$ cat src/rtl/pwm_capture.sv
// pwm_capture: recovers the duty code of an incoming PWM line and flags period errors and stuck
// inputs. Define PWM_CAPTURE_FILTER_EN to add a 3-sample glitch filter after the synchroniser.
module pwm_capture #(
  parameter int unsigned WIDTH       = 4,
  parameter int unsigned PRESCALE    = 2,
  parameter int unsigned SYNC_STAGES = 2
) (
  input  logic             clk,
  input  logic             reset,
  input  logic             pwm_in,
  output logic [WIDTH-1:0] duty_out,
  output logic             valid,
  output logic             period_err,
  output logic             saturated
);
  localparam int unsigned   CW       = WIDTH + PRESCALE + 2;
  localparam logic [CW-1:0] PERIOD   = CW'(1) << (WIDTH + PRESCALE);
  localparam logic [CW-1:0] TIMEOUT  = PERIOD << 1;
  localparam logic [CW-1:0] DUTY_MAX = CW'((1 << WIDTH) - 1);

  typedef enum logic [1:0] {StIdle, StHigh, StLow} state_e;

  logic [SYNC_STAGES-1:0] sync_q;
  logic                   sync_out;
  logic                   s;
  logic                   s_d_q;
  logic                   rise;
  logic                   fall;
  logic                   timeout;
  state_e                 state_q;
  logic [CW-1:0]          hi_cnt_q;
  logic [CW-1:0]          per_cnt_q;
  logic [CW-1:0]          hi_scaled;
  logic [WIDTH-1:0]       duty_meas;

  function automatic logic [CW-1:0] sat_inc(input logic [CW-1:0] v);
    return (v == '1) ? v : v + CW'(1);
  endfunction

  always_ff @(posedge clk or posedge reset) begin
    if (reset) begin
      sync_q <= '0;
    end else begin
      sync_q <= {sync_q[SYNC_STAGES-2:0], pwm_in};
    end
  end

  assign sync_out = sync_q[SYNC_STAGES-1];

`ifdef PWM_CAPTURE_FILTER_EN
  logic [1:0] hist_q;
  logic       flt_q;

  // s follows the synchroniser only once the last three samples agree.
  always_comb begin
    s = flt_q;
    if (sync_out == hist_q[0] && sync_out == hist_q[1]) begin
      s = sync_out;
    end
  end

  always_ff @(posedge clk or posedge reset) begin
    if (reset) begin
      hist_q <= '0;
      flt_q  <= 1'b0;
    end else begin
      hist_q <= {hist_q[0], sync_out};
      flt_q  <= s;
    end
  end
`else
  assign s = sync_out;
`endif

  assign rise    = s & ~s_d_q;
  assign fall    = ~s & s_d_q;
  assign timeout = (per_cnt_q == TIMEOUT);

  always_comb begin
    hi_scaled = hi_cnt_q >> PRESCALE;
    duty_meas = (hi_scaled > DUTY_MAX) ? '1 : hi_scaled[WIDTH-1:0];
  end

  always_ff @(posedge clk or posedge reset) begin
    if (reset) begin
      s_d_q      <= 1'b0;
      state_q    <= StIdle;
      hi_cnt_q   <= '0;
      per_cnt_q  <= '0;
      duty_out   <= '0;
      valid      <= 1'b0;
      period_err <= 1'b0;
      saturated  <= 1'b0;
    end else begin
      s_d_q <= s;
      valid <= 1'b0;

      // A rise always restarts the period; a coincident timeout is dropped.
      if (rise) begin
        per_cnt_q <= CW'(1);
        if (state_q == StLow) begin
          valid      <= 1'b1;
          duty_out   <= duty_meas;
          period_err <= (per_cnt_q != PERIOD);
          saturated  <= 1'b0;
        end
      end else if (timeout) begin
        per_cnt_q  <= CW'(1);
        valid      <= 1'b1;
        duty_out   <= {WIDTH{s}};
        period_err <= 1'b0;
        saturated  <= s;
      end else begin
        per_cnt_q <= sat_inc(per_cnt_q);
      end

      case (state_q)
        StIdle, StLow: begin
          if (rise) begin
            hi_cnt_q <= CW'(1);
            state_q  <= StHigh;
          end
        end
        StHigh: begin
          if (fall) begin
            state_q <= StLow;
          end else begin
            hi_cnt_q <= sat_inc(hi_cnt_q);
          end
        end
        default: state_q <= StIdle;
      endcase
    end
  end

endmodule

$ cat config.mk
export PLATFORM = sky130hd
export DESIGN_NAME = pwm_capture
export DESIGN_NICKNAME = d
export VERILOG_FILES = /design/src/rtl/pwm_capture.sv
export SDC_FILE = /design/constraint.sdc
export NUM_CORES = 1
export LEC_CHECK = 0
export CORE_ASPECT_RATIO = 1.25
export CORE_MARGIN = 1.5
export CORE_UTILIZATION = 25
export CTS_CLUSTER_DIAMETER = 30
export DETAILED_ROUTE_END_ITERATION = 6
export PLACE_DENSITY = 0.42
export REMOVE_ABC_BUFFERS = 1
export SETUP_SLACK_MARGIN = 0.3
export SLEW_MARGIN = 0
export SYNTH_ARGS = -nofsm -noshare
export SYNTH_HDL_FRONTEND = slang
export SYNTH_SLANG_ARGS = --single-unit
export TNS_END_PERCENT = 10
$ cat constraint.sdc
create_clock -name clk -period 2.9 [get_ports clk]
set_clock_uncertainty 0.05 [all_clocks]
set_input_delay 0.58 -clock clk [delete_from_list [all_inputs] [get_ports clk]]
set_output_delay 0.58 -clock clk [all_outputs]
set_load 0.02 [all_outputs]
==> impl_results.md <==
* Setup TNS at 0 ns
* Post-CTS Setup Bufs at 0
* Reg clk slew, reported paths at ~0.10 ns
* RSZ-0062 raised after global routing: false
* Port-buffer cells at 9
* Most frequent cells in the layout: dfrtp_1 (28), nor2_1 (12), inv_1 (11)
* Resize count post-CTS at 0
* Post-synth top flop: dfrtp_1
* Final Hold Viols at 0
* Crit path required time at 3.00 ns
* Yosys cell types at 43
* Final Cycle Share at between 60% and 70%
* Worst-path fanout max at 8
* Area leader, netlist: dfrtp_1
* Post-CTS Hold Buffers at 0
* Commonest non-fill, non-tap cell in the layout: dfrtp_1
* Drt pass-1 iters at 4
* Total number of vias at ~1,100
* Synthesized area at 1400 sq um
* Root Driver: clkbuf_8
* H-tree depth at 1
* Top cells by area, synth: dfrtp_1 (50%), nor2_1 (3.2%), nand2b_1 (3.1%)
* Design area at 1600 sq um
* Cell total after placement at between 200 and 250
* Area Overhead vs Synth at 14.5%
* Post-Syn Instances at between 100 and 150
* Post-DR vias/cell at slightly above 5
* Synth Area per Inst at 10.1 sq um
* Final Wtd Congestion at around 0.78
* FF+latch count, synth at 28
* Diode count at 0
* Die height at 86.6 microns
* Maxcap violations at 0
* Synth async-reset ratio at between 90% and 100%
* Vias in the first global route at between 1,000 and 1,500
* Crit start category: flop
* Status: completed
* Detailed Route WL at between 3000 and 4000 microns
* Non-filler instance count after layout at 213
* Hold Slack at 0.311 ns
* Sequential share of the synthesized area at roughly 50%
* Initial core utilization at around a quarter
* Tot Pwr at ~1.1 mW
* CTS tree: yes
* Critical path endpoint category: flop
* Routed Antenna Nets at 0
* Least-Margin Pin Slew at between 0.6 and 0.7 ns
* Area share of the largest cell type after synthesis at about half
* # IOs at 10
* Die area at 6050 sq um
* Final min period at around 1.9 ns
* Dpl cell area at roughly 1600 sq um
* Crit Path Class: flop to flop
* CTS sink cnt at 28
* DRC Markers at 0
* Dpl ws at approximately 0.97 ns
* CTS Buf Count at 3
* Layout fillers at a little under 600
* Initial antenna violation count at 0
* GRT Overall Usage at 10.6%
* Routed len/inst at 14.3 microns
* Worst min path class: flop to flop
* Worst-Skew Late Latency at around 0.27 ns
* Clock buffer depth at 2
* Crit path setup slack, layout at roughly 0.96 ns
* Critical path arrival at ~2.0 ns
* Slew HR at approximately three fifths
* Pwr dens at 702 nW/um^2
* Chip width at 69.9 microns
* Max Freq at 514 MHz
* Number of flops mapped to enable cells by yosys at 0
* Iter 0 DRT Violations at 60
* Final nets at 157
* Grt ovf at 0
* Share of post-route cells with drive strength above 1 at under 10%
* Final setup viols at 0
* Global-route wire length before repair at between 5000 and 6000 microns
* Synth warn at 0
* Core Area at 5410 sq um
* Cell Rows at 30
* DP HPWL at between 2000 and 2500 microns
* Final core utilization at roughly 30%
* VDD IR max at 0.337 mV
* Slew Limit Fails at 0
* Pleak at about 0.65 nW
* Pin count of the biggest net entering global routing at 29
-- Yosys cell counts (all sizes together) (2+ instances only) --
cell type	number
or2	2
nand2	9
or4	2
nor3	7
inv	11
o211ai	2
nand2b	7
nor4	4
o2bb2ai	4
a21oi	4
nor2	12
and2b	2
buf	2
a21boi	2
xor2	2
o21ai	6
a2bb2oi	2
o31ai	2
nand3	6
ha	3
a31oi	4
dfrtp	28
-- cell type report --
class	count	area [sq um]	area share (%)
inverter	11	41.3	2.58
tap	64	80.1	5.00
clock buffer	3	41.3	2.58
timing repair buffer	10	97.6	6.10
multi-input combinational	97	639	40.0
sequential	28	701	43.8
-- worst max-delay path, stage by stage, from the launching register on --
cell	delay, ns
dfrtp_1	0.43
inv_1	0.11
ha_1	0.14
or4b_4	0.49
nor3_2	0.20
or2_1	0.29
nor3_1	0.11
-- metal layers --
metal	track usage [%]	up-vias	part of all wire (%)
met2	19.4	13	52
met3	1.74	2	2.0
met1	13.1	536	46
met4	2.62	0	0.62
li1	-	523	-
met5	0	-	0
-- kinds of logic (layout without fill, tap and decap cells) --
kind of cell / after synthesis / count (layout) / share of synthesized area, %
simple gates: 58 / 58 / 24.0
compound gates: 31 / 31 / 15.7
flops: 28 / 28 / 50.1
buf+inv: 13 / 24 / 4.12
fa+ha+maj: 3 / 3 / 2.69
xor+xnor: 3 / 3 / 1.88
mux: 2 / 2 / 1.52
-- final timing paths --
check	startpoint	to	slack [ns]	depth (start not counted)
min	sync_q[0]	sync_q[1]	0.31	0
max	per_cnt_q[0]	per_cnt_q[6]	0.96	6
min in group asynchronous	reset	hi_cnt_q[5]	0.62	3
max reg2reg	per_cnt_q[0]	per_cnt_q[6]	0.96	6
min reg2reg	sync_q[0]	sync_q[1]	0.31	0
max in group asynchronous	reset	duty_out[1]	1.91	3
-- flip-flops by register name, summed over array words and instances (netlist names), 2 cells and up --
register,cells
hi_cnt_q,8
per_cnt_q,8
duty_out,4
state_q,2
sync_q,2
-- where the power goes --
group	switching, mW	total [mW]	leakage [nW]	internal [mW]
combinational	0.172	0.329	0.261	0.157
sequential	0.105	0.581	0.366	0.476
clock	0.119	0.212	0.0216	0.0932
total	0.396	1.12	0.648	0.726
Power figures use the tool's default switching activity.
